===== src/rtl/uart_boot_loader.sv =====
// uart_boot_loader
//   Receives a program image over an 8N1 UART line and writes it word by word
//   into port B of the unified instruction/data memory. The CPU core is held
//   in reset until the whole image has been written.
//
//   Image format: SYNC_BYTE, LEN_LO, LEN_HI (N = 16-bit word count), then
//   4*N data bytes. Each word is little-endian: its first byte lands in
//   bits 7:0.
//
//   Optional feature, enabled by defining BOOT_CHECKSUM_EN:
//     One trailing byte follows the last word, or follows LEN_HI when N = 0.
//     It must equal the XOR of all 4*N data bytes. A match ends in DONE; a
//     mismatch ends in ERROR.
//
//   Ports
//     sysclk      system clock; all logic uses the rising edge
//     rst         asynchronous active-high reset
//     uart_rx     asynchronous serial input; idles high, LSB first
//     mem_addr    word address for memory port B
//     mem_wdata   assembled write word
//     mem_we      4'hF for exactly one cycle per word, 4'h0 otherwise
//     cpu_rst     reset to the CPU core; stays high until DONE
//     boot_done   sticky; the image loaded successfully
//     boot_error  sticky; a framing, length or checksum error occurred
//     busy        high from sync byte accepted until DONE or ERROR
//
//   Handshake: the RX front end produces single-cycle byte_valid and
//   framing_err strobes. There is no backpressure; the FSM consumes every
//   strobe in the cycle it occurs. The FSM state is held in the 'state'
//   register, and rx_state holds the receiver state, for debug and checkers.
module uart_boot_loader #(
  parameter int         CLKS_PER_BIT = 868,
  parameter int         ADDR_WIDTH   = 13,
  parameter logic [7:0] SYNC_BYTE    = 8'hA5
) (
  input  logic                  sysclk,
  input  logic                  rst,
  input  logic                  uart_rx,
  output logic [ADDR_WIDTH-1:0] mem_addr,
  output logic [31:0]           mem_wdata,
  output logic [3:0]            mem_we,
  output logic                  cpu_rst,
  output logic                  boot_done,
  output logic                  boot_error,
  output logic                  busy
);

  localparam int          CW        = $clog2(CLKS_PER_BIT);
  localparam logic [CW-1:0] FULL_BIT = CW'(CLKS_PER_BIT - 1);
  localparam logic [CW-1:0] HALF_BIT = CW'(CLKS_PER_BIT / 2 - 1);
  localparam logic [31:0] MAX_WORDS = 32'd1 << ADDR_WIDTH;

  // ---------------------------------------------------------------- RX
  typedef enum logic [1:0] {RX_WAIT_START, RX_START, RX_DATA, RX_STOP} rx_state_t;

  rx_state_t       rx_state;
  logic            rx_s1, rx_s2, rx_prev;
  logic [CW-1:0]   rx_cnt;
  logic [2:0]      rx_bit;
  logic [7:0]      rx_shift;
  logic [7:0]      rx_byte;
  logic            byte_valid;
  logic            framing_err;

  always_ff @(posedge sysclk or posedge rst) begin
    if (rst) begin
      rx_s1       <= 1'b1;
      rx_s2       <= 1'b1;
      rx_prev     <= 1'b1;
      rx_state    <= RX_WAIT_START;
      rx_cnt      <= '0;
      rx_bit      <= '0;
      rx_shift    <= '0;
      rx_byte     <= '0;
      byte_valid  <= 1'b0;
      framing_err <= 1'b0;
    end else begin
      rx_s1       <= uart_rx;
      rx_s2       <= rx_s1;
      rx_prev     <= rx_s2;
      byte_valid  <= 1'b0;
      framing_err <= 1'b0;
      case (rx_state)
        RX_WAIT_START: begin
          if (rx_prev && !rx_s2) begin
            rx_cnt   <= '0;
            rx_state <= RX_START;
          end
        end
        RX_START: begin
          // Re-check the line at the middle of the start bit. A line that has
          // gone high again was only a glitch.
          if (rx_cnt == HALF_BIT) begin
            rx_cnt   <= '0;
            rx_bit   <= '0;
            rx_state <= rx_s2 ? RX_WAIT_START : RX_DATA;
          end else begin
            rx_cnt <= rx_cnt + 1'b1;
          end
        end
        RX_DATA: begin
          if (rx_cnt == FULL_BIT) begin
            rx_cnt   <= '0;
            rx_shift <= {rx_s2, rx_shift[7:1]};
            if (rx_bit == 3'd7) rx_state <= RX_STOP;
            else                rx_bit   <= rx_bit + 1'b1;
          end else begin
            rx_cnt <= rx_cnt + 1'b1;
          end
        end
        default: begin // RX_STOP
          if (rx_cnt == FULL_BIT) begin
            rx_cnt   <= '0;
            rx_byte  <= rx_shift;
            if (rx_s2) byte_valid  <= 1'b1;
            else       framing_err <= 1'b1;
            rx_state <= RX_WAIT_START;
          end else begin
            rx_cnt <= rx_cnt + 1'b1;
          end
        end
      endcase
    end
  end

  // ---------------------------------------------------------------- loader
  typedef enum logic [2:0] {
    ST_IDLE, ST_LEN_LO, ST_LEN_HI, ST_DATA, ST_WRITE, ST_CHK, ST_DONE, ST_ERROR
  } state_t;

  state_t                state;
  logic [7:0]            len_lo;
  logic [15:0]           len;
  logic [ADDR_WIDTH:0]   word_idx;
  logic [1:0]            byte_idx;
  logic [31:0]           word_reg;
`ifdef BOOT_CHECKSUM_EN
  logic [7:0]            chk;
`endif

  logic [15:0] n_words;
  logic        word_last;
  assign n_words   = {rx_byte, len_lo};
  assign word_last = (32'(word_idx) + 32'd1) == 32'(len);

  always_ff @(posedge sysclk or posedge rst) begin
    if (rst) begin
      state      <= ST_IDLE;
      len_lo     <= '0;
      len        <= '0;
      word_idx   <= '0;
      byte_idx   <= '0;
      word_reg   <= '0;
`ifdef BOOT_CHECKSUM_EN
      chk        <= '0;
`endif
      mem_addr   <= '0;
      mem_wdata  <= '0;
      mem_we     <= 4'h0;
      cpu_rst    <= 1'b1;
      boot_done  <= 1'b0;
      boot_error <= 1'b0;
      busy       <= 1'b0;
    end else begin
      mem_we <= 4'h0;
      case (state)
        ST_IDLE: begin
          if (byte_valid && rx_byte == SYNC_BYTE) begin
            state <= ST_LEN_LO;
            busy  <= 1'b1;
`ifdef BOOT_CHECKSUM_EN
            chk   <= '0;
`endif
          end
        end
        ST_LEN_LO: begin
          if (framing_err) begin
            state <= ST_ERROR; boot_error <= 1'b1; busy <= 1'b0;
          end else if (byte_valid) begin
            len_lo <= rx_byte;
            state  <= ST_LEN_HI;
          end
        end
        ST_LEN_HI: begin
          if (framing_err) begin
            state <= ST_ERROR; boot_error <= 1'b1; busy <= 1'b0;
          end else if (byte_valid) begin
            len <= n_words;
            if (n_words == 16'd0) begin
`ifdef BOOT_CHECKSUM_EN
              state <= ST_CHK;
`else
              state <= ST_DONE; boot_done <= 1'b1; cpu_rst <= 1'b0; busy <= 1'b0;
`endif
            end else if (32'(n_words) > MAX_WORDS) begin
              state <= ST_ERROR; boot_error <= 1'b1; busy <= 1'b0;
            end else begin
              word_idx <= '0;
              byte_idx <= '0;
              state    <= ST_DATA;
            end
          end
        end
        ST_DATA: begin
          if (framing_err) begin
            state <= ST_ERROR; boot_error <= 1'b1; busy <= 1'b0;
          end else if (byte_valid) begin
            // Bytes enter at the top and move down, so after four bytes the
            // first one sits in bits 7:0.
            word_reg <= {rx_byte, word_reg[31:8]};
            byte_idx <= byte_idx + 1'b1;
`ifdef BOOT_CHECKSUM_EN
            chk      <= chk ^ rx_byte;
`endif
            if (byte_idx == 2'd3) begin
              mem_we    <= 4'hF;
              mem_addr  <= word_idx[ADDR_WIDTH-1:0];
              mem_wdata <= {rx_byte, word_reg[31:8]};
              state     <= ST_WRITE;
            end
          end
        end
        ST_WRITE: begin
          word_idx <= word_idx + 1'b1;
          if (framing_err) begin
            state <= ST_ERROR; boot_error <= 1'b1; busy <= 1'b0;
          end else if (word_last) begin
`ifdef BOOT_CHECKSUM_EN
            state <= ST_CHK;
`else
            state <= ST_DONE; boot_done <= 1'b1; cpu_rst <= 1'b0; busy <= 1'b0;
`endif
          end else begin
            state <= ST_DATA;
          end
        end
`ifdef BOOT_CHECKSUM_EN
        ST_CHK: begin
          if (framing_err || (byte_valid && rx_byte != chk)) begin
            state <= ST_ERROR; boot_error <= 1'b1; busy <= 1'b0;
          end else if (byte_valid) begin
            state <= ST_DONE; boot_done <= 1'b1; cpu_rst <= 1'b0; busy <= 1'b0;
          end
        end
`endif
        ST_DONE: begin
          cpu_rst <= 1'b0;
        end
        default: begin // ST_ERROR; ST_CHK is unreachable without the checksum
          cpu_rst <= 1'b1;
        end
      endcase
    end
  end

endmodule


===== config.mk =====
export PLATFORM = sky130hd
export DESIGN_NAME = uart_boot_loader
export DESIGN_NICKNAME = d
export VERILOG_FILES = /design/src/rtl/uart_boot_loader.sv
export SDC_FILE = /design/constraint.sdc
export NUM_CORES = 1
export LEC_CHECK = 0
export CORE_ASPECT_RATIO = 0.8
export CORE_UTILIZATION = 40
export DETAILED_ROUTE_END_ITERATION = 10
export GPL_ROUTABILITY_DRIVEN = 0
export SYNTH_ARGS = -nofsm -noshare
export SYNTH_HDL_FRONTEND = slang
export SYNTH_SLANG_ARGS = --single-unit

===== constraint.sdc =====
create_clock -name sysclk -period 10.6 [get_ports sysclk]
set_input_delay 2.12 -clock sysclk [delete_from_list [all_inputs] [get_ports sysclk]]
set_output_delay 2.12 -clock sysclk [all_outputs]
set_load 0.01 [all_outputs]

==> summary.md, run 1 <==
| Metric | Value |
|---|---|
| Initial standard-cell utilization of the core | `0.416` |
| Worst Path Buf+Inv | `1` |
| CTS H-Tree Depth | `4` |
| Share of total power in combinational logic | `0.053` |
| Number of endpoints failing setup at the final stage | `0` |
| Routed WL per cell | `15.6 µm` |
| Final critical-path required period | `3.63 ns` |
| Synthesized-area fraction occupied by ao, oa, aoi and oai cells | `0.0925` |
| Sort of element at the start of the critical path | `flop` |
| Critical register-to-register path endpoint | `rx_cnt[5]` |
| Setup repair after global routing missed its margin | `false` |
| Top-area cell type share of the netlist area | `0.533` |
| Leading cell types by total area after synthesis | `dfrtp_1 53%, mux2_2 9.8%, nand2_1 9.0%` |
| Global-route wire length before repair | `24.5 mm` |
| Synth-to-layout area growth | `17.1%` |
| Relative contribution of the clock network to total power | `0.450` |
| Worst r2r path cells | `7` |
| Worst Skew | `0.0118 ns` |
| Number of buffer cells added on primary ports | `55` |
| Count of distinct cell types in the synthesized netlist | `66` |
| Number of vias per cell after detailed routing | `5.38` |
| Wire length after detailed routing | `14.6 mm` |
| Cells after synthesis | `673` |
| Max-slew violation count | `0` |
| Sum of net half-perimeters after detailed placement | `9.68 mm` |
| Seq cells post-synth | `153` |
| Total DRC errors in the routed layout | `0` |
| Cell with the most instances after synthesis | `nand2_1` |
| Mean post-synth cell area | `10.4 µm²` |
| Largest area contributor in the netlist | `dfrtp_1` |
| Peak VDD IR | `0.000134 V` |
| Maxcap violations | `0` |
| Leakage power summed over all cells | `3.94 nW` |
| Netlist area before placement | `7000 µm²` |
| Min setup slack post-route | `6.97 ns` |
| Antenna diode count | `0` |
| Std-Cell Core Area | `16800 µm²` |
| Delay of the slowest critical-path stage | `0.56 ns` |
| Clock root buffer | `clkbuf_16` |
| Post-Synth XOR/XNOR Area | `0.0250` |
| Final worst-path cycle share | `0.342` |
| Arrival @ worst endpoint | `1.51 ns` |
| Worst max-slew margin expressed relative to the limit | `0.175` |
| Floorplan die area | `18000 µm²` |
| Remaining global-route overflow | `0` |
| Outcome | `finished clean` |
| Violation count after the first detailed-routing iteration | `385` |
| Layout cell share with drive strength beyond 1 | `0.157` |
| Boundary pin count | `56` |
| Portion of total power attributed to sequential cells | `0.497` |
| Setup TNS | `0 ns` |
| Cell Rows | `42` |
| Die Span Y | `120 µm` |
| Reg clk slew, reported paths | `0.06 ns` |
| Post-synthesis net count | `682` |
| Final antenna-violating net count | `0` |
| Start point of the critical path | `cpu_rst` |
| Worst hold-check path type | `flop to flop` |
| Total Routing Usage GR | `0.175` |
| Worst reg2reg setup slack | `7.79 ns` |
| Number of gates given a new drive strength after cts | `0` |
| Buffers inserted by post-CTS timing repair | `0` |
| Flip-flop count of the largest register after layout | `32` |
| Maximum fanout along the worst path | `3` |
| Number of nets in the finished design | `716` |
| Hold-fix buffer count after cts | `0` |
| Dominant combinational cell family by area after synthesis | `simple AND/OR/NAND/NOR gates` |
| Die span in x | `150 µm` |
| Most instantiated cells after synthesis | `168 x nand2_1, 149 x dfrtp_1, 61 x mux2_2` |
| Number of cells on the worst hold path | `0` |
| Critical Path RT | `8.48 ns` |
| Kind of end point of the critical path | `output port` |
| Async set or reset register ratio after synthesis | `1.00` |
| Simple logic cell fraction of the synthesized area | `0.185` |
| Pin count of the biggest net entering global routing | `90` |
| Stages on the worst setup path | `1` |
| Post-synthesis adder-cell area fraction | `0.0107` |
| Post-synth EDFFs | `0` |
| Final Hold Viols | `0` |
| Worst setup path end | `cpu_rst` |
| Detailed-routing iteration count for the pre-antenna-repair pass | `5` |
| Cell breakdown of the critical path | `clkdlybuf4s50_1` |
| Worst Setup Path Type | `flop to output port` |
| Dominant register cell in the synthesized netlist | `dfrtp_1` |
| Gate family responsible for the most delay along the worst path | `flip-flops` |
| Pwr dens | `152 nW/µm²` |
| Placement Setup Slack | `6.49 ns` |
| Clock latency at the later pin of the worst-skew pair | `0.42 ns` |
| Switching fraction of total power | `0.247` |
| Number of global-route vias before repair | `4792` |
| Cell with the largest stage delay on the worst path | `dfstp_2` |
| CTS buffer count | `17` |
| Worst reg2reg startpoint | `rx_cnt[0]` |
| Number of antenna violations at the first check in global routing | `0` |
| Max Root-Sink Buffers | `2` |
| Actual transition at the worst max-transition pin | `1.20 ns` |
| Number of fill cells in the layout | `1559` |
| Via Count | `5049` |
| Warnings, synthesis | `0` |
| Net load switching power | `0.307 mW` |
| Sinks on the clock net | `153` |
| Sequential cell area fraction in the yosys report | `0.548` |
| Design internal power | `0.938 mW` |
| Clock tree from TritonCTS | `done` |
| Fraction of synthesized area in multiplexers | `0.105` |
| Max Clk Rate | `0.276 GHz` |
-- worst min path at each step --
| stage | start | to | slack [ns] |
|---|---|---|---|
| global route | rx_s1 | rx_s2 | 0.37 |
| finish | rx_s1 | rx_s2 | 0.36 |
| detailed placement | rx_s1 | rx_s2 | 0.35 |
| global placement | rx_s1 | rx_s2 | 0.35 |
| CTS | rx_s1 | rx_s2 | 0.36 |
| floorplan | rx_s1 | rx_s2 | 0.35 |
-- final cells by class --
class / count / area, µm² / share of cell area
well taps: 220 / 275 / 0.0336
inverters: 10 / 42.5 / 0.00519
repair buffers: 57 / 566 / 0.0690
clock inverters: 11 / 87.6 / 0.0107
clock buffers: 20 / 457 / 0.0558
multi-input cells: 468 / 2930 / 0.358
flip-flops and latches: 153 / 3830 / 0.468
-- placed cells by master (no fill, tap or decap), types with 7 or more instances in the layout --
master and instances:
nand4_1 9, mux2_2 61, nor3_1 10, or3_1 7
nor2_1 27, xor2_1 9, a21oi_1 15, inv_6 7
o21ai_0 26, dfrtp_1 149, inv_1 8, nand3_1 13
clkbuf_16 17, clkdlybuf4s50_1 55, and3_1 7, nand2b_1 7
xnor2_1 11, nand2_1 168, a31oi_1 12
-- per-layer routing --
metal / vias to the layer above / track usage / wire [µm]
li1: 2412 / - / -
met1: 2494 / 0.260 / 7370
met2: 132 / 0.251 / 6390
met3: 11 / 0.0411 / 731
met4: 0 / 0.0556 / 138
met5: - / 0 / 0
-- logic make-up after synthesis --
logic type               Yosys count
XOR/XNOR                          20
AND/OR/NAND/NOR                  279
buffers and inverters             52
adder cells (fa/ha/maj)            6
flip-flops                       153
AO/OA/AOI/OAI                     97
multiplexers                      66
-- stage by stage --
| step | cell area, µm² | utilization | power [mW] | hold WS, ns | std cells |
|---|---|---|---|---|---|
| 5_1_grt | 8190 | 0.487 | 1.30 | 0.366 | 939 |
| 3_5_place_dp | 7650 | 0.455 | 0.696 | 0.348 | 908 |
| 2_1_floorplan | 7000 | - | 0.679 | 0.345 | 673 |
| 3_3_place_gp | 7650 | 0.455 | 0.691 | 0.349 | 908 |
| 4_1_cts | 8190 | 0.487 | 1.26 | 0.361 | 939 |
| 6_report | 8190 | 0.487 | 1.25 | 0.359 | 939 |
-- power by group through the flow --
stage          registers (mW)  logic [mW]  clock network [mW]
2_1_floorplan           0.620      0.0586                   0
3_3_place_gp            0.628      0.0630                   0
3_5_place_dp            0.629      0.0668                   0
4_1_cts                 0.618      0.0670               0.574
5_1_grt                 0.622      0.0771               0.602
6_report                0.619      0.0656               0.561
Note: power is estimated with default switching activity, not from simulation.
==> run 2, diff against run 1 <==
==> constraint.sdc (replaced) <==
create_clock -name sysclk -period 3.8 [get_ports sysclk]
set_input_delay 0.76 -clock sysclk [delete_from_list [all_inputs] [get_ports sysclk]]
set_output_delay 0.76 -clock sysclk [all_outputs]
set_load 0.01 [all_outputs]
==> run 2 against run 1 <==
Core utilization up 0.39 points. Setup slack worse by 5.9 ns. Combinational power rose to 2.7 times the previous value. Via count down 1.2%. Worst hold slack worse by 0.0019 ns. Sequential power rose to 2.8 times the previous value.
==> summary.md, run 2 (same netlist as run 1, synthesis figures left out) <==
| Metric | Value |
|---|---|
| Design internal power | `2.68 mW` |
| Boundary pin count | `56` |
| Wire length after detailed routing | `14.6 mm` |
| Leading cell type in the layout, fill and taps excluded | `nand2_1` |
| Max-slew violation count | `0` |
| Max Clk Rate | `0.373 GHz` |
| Flip-flop count of the largest register after layout | `32` |
| Worst r2r path cells | `7` |
| Actual transition at the worst max-transition pin | `1.11 ns` |
| Number of buffer cells added on primary ports | `55` |
| Buffers inserted by post-CTS timing repair | `0` |
| Max Root-Sink Buffers | `2` |
| Final Hold Viols | `0` |
| Hold-fix buffer count after cts | `0` |
| Peak VDD IR | `0.000417 V` |
| Remaining global-route overflow | `0` |
| Number of endpoints failing setup at the final stage | `0` |
| Relative contribution of the clock network to total power | `0.471` |
| Setup repair after global routing missed its margin | `false` |
| Final worst-path cycle share | `0.706` |
| Portion of total power attributed to sequential cells | `0.479` |
| Number of vias per cell after detailed routing | `5.31` |
| Maximum fanout along the worst path | `9` |
| Worst hold-check path type | `flop to flop` |
| Worst Setup Path Type | `flop to flop` |
| Via Count | `4989` |
| Final antenna-violating net count | `0` |
| Uppermost layer routed | `met4` |
| Kind of end point of the critical path | `flop` |
| Worst Skew | `0.0168 ns` |
| Top library cells by usage in the layout, fill and taps aside | `168 x nand2_1, 149 x dfrtp_1, 61 x mux2_2` |
| Violation count after the first detailed-routing iteration | `437` |
| Share of total power in combinational logic | `0.050` |
| Total Routing Usage GR | `0.178` |
| CTS buffer count | `17` |
| Stages on the worst setup path | `7` |
| Floorplan die area | `18000 µm²` |
| Routed WL per cell | `15.6 µm` |
| Number of fill cells in the layout | `1547` |
| Outcome | `finished clean` |
| Switching fraction of total power | `0.256` |
| Number of antenna violations at the first check in global routing | `0` |
| Detailed-routing iteration count for the pre-antenna-repair pass | `5` |
| Clock root buffer | `clkbuf_16` |
| Met1 WL | `7.49 mm` |
| Antenna diode count | `0` |
| Clock latency at the later pin of the worst-skew pair | `0.43 ns` |
| Global-route wire length before repair | `25.0 mm` |
| Reg clk slew, reported paths | `0.07 ns` |
| Number of global-route vias before repair | `4809` |
| Critical Path RT | `4.07 ns` |
| Gate family responsible for the most delay along the worst path | `compound AO/OA/AOI/OAI gates` |
| Maxcap violations | `0` |
| Delay of the slowest critical-path stage | `0.49 ns` |
| Number of cells on the worst hold path | `0` |
| Final critical-path required period | `2.68 ns` |
| Cell breakdown of the critical path | `ha_1 -> inv_1 -> nor2_1 -> o211ai_1 -> a2111oi_0 -> o2111a_2 -> a21oi_1` |
| Die span in x | `150 µm` |
| CTS H-Tree Depth | `4` |
| Leakage power summed over all cells | `3.97 nW` |
| Min setup slack post-route | `1.12 ns` |
| Synth-to-layout area growth | `18.0%` |
| Number of gates given a new drive strength after cts | `0` |
| Setup TNS | `0 ns` |
| Number of nets in the finished design | `716` |
| Cell Rows | `42` |
| Pwr dens | `437 nW/µm²` |
| Layout cell share with drive strength beyond 1 | `0.160` |
| Die Span Y | `120 µm` |
| Clock tree from TritonCTS | `done` |
| Net load switching power | `0.924 mW` |
| Sort of element at the start of the critical path | `flop` |
| Placement Setup Slack | `1.18 ns` |
| Cell with the largest stage delay on the worst path | `dfrtp_1` |
| Std-Cell Core Area | `16800 µm²` |
| Worst max-slew margin expressed relative to the limit | `0.258` |
| Met3 layer wire length in the routed design | `614 µm` |
| Arrival @ worst endpoint | `2.96 ns` |
| Initial standard-cell utilization of the core | `0.416` |
| Worst Path Buf+Inv | `1` |
| Sum of net half-perimeters after detailed placement | `9.78 mm` |
| Pin count of the biggest net entering global routing | `154` |
| Total DRC errors in the routed layout | `0` |
| Sinks on the clock net | `153` |
| Routed wl met2 | `6.42 mm` |
run 2: final cells by class:
class	instances	area (µm²)	share of cell area
well taps	220	275	0.0333
clock inverters	15	173	0.0209
repair buffers	57	578	0.0700
inverters	10	41.3	0.00500
flip-flops and latches	153	3830	0.464
clock buffers	17	425	0.0515
multi-input cells	468	2930	0.355
run 2: per-layer routing:
metal | vias to the layer above | global-route usage
met1 | 2457 | 0.261
met2 | 114 | 0.262
li1 | 2411 | -
met3 | 7 | 0.0404
met5 | - | 0
met4 | 0 | 0.0530
run 2: worst paths after layout:
| kind | from | end | slack, ns |
|---|---|---|---|
| max in group asynchronous | rst | len_lo[2] | 2.28 |
| worst min register to register | rx_s1 | rx_s2 | 0.36 |
| min in group asynchronous | rst | mem_wdata[8] | 0.88 |
| worst max register to register | word_idx[0] | busy | 1.12 |
| worst max-delay path | word_idx[0] | busy | 1.12 |
| worst min-delay path | rx_s1 | rx_s2 | 0.36 |
run 2: metrics by stage:
step / util / total power [mW] / hold slack, ns / std cells / instance area [µm²]
2_1_floorplan: - / 1.89 / 0.345 / 673 / 7000
3_3_place_gp: 0.455 / 1.93 / 0.346 / 908 / 7660
3_5_place_dp: 0.455 / 1.94 / 0.348 / 908 / 7660
4_1_cts: 0.491 / 3.65 / 0.358 / 940 / 8260
5_1_grt: 0.491 / 3.76 / 0.364 / 940 / 8260
6_report: 0.491 / 3.60 / 0.357 / 940 / 8260
run 2: power by group through the flow:
stage	registers [mW]	logic (mW)	clock network, mW
after CTS	1.72	0.185	1.74
final	1.73	0.180	1.70
after global routing	1.73	0.211	1.82
after floorplan	1.73	0.164	0
after global placement	1.75	0.176	0
after detailed placement	1.76	0.185	0
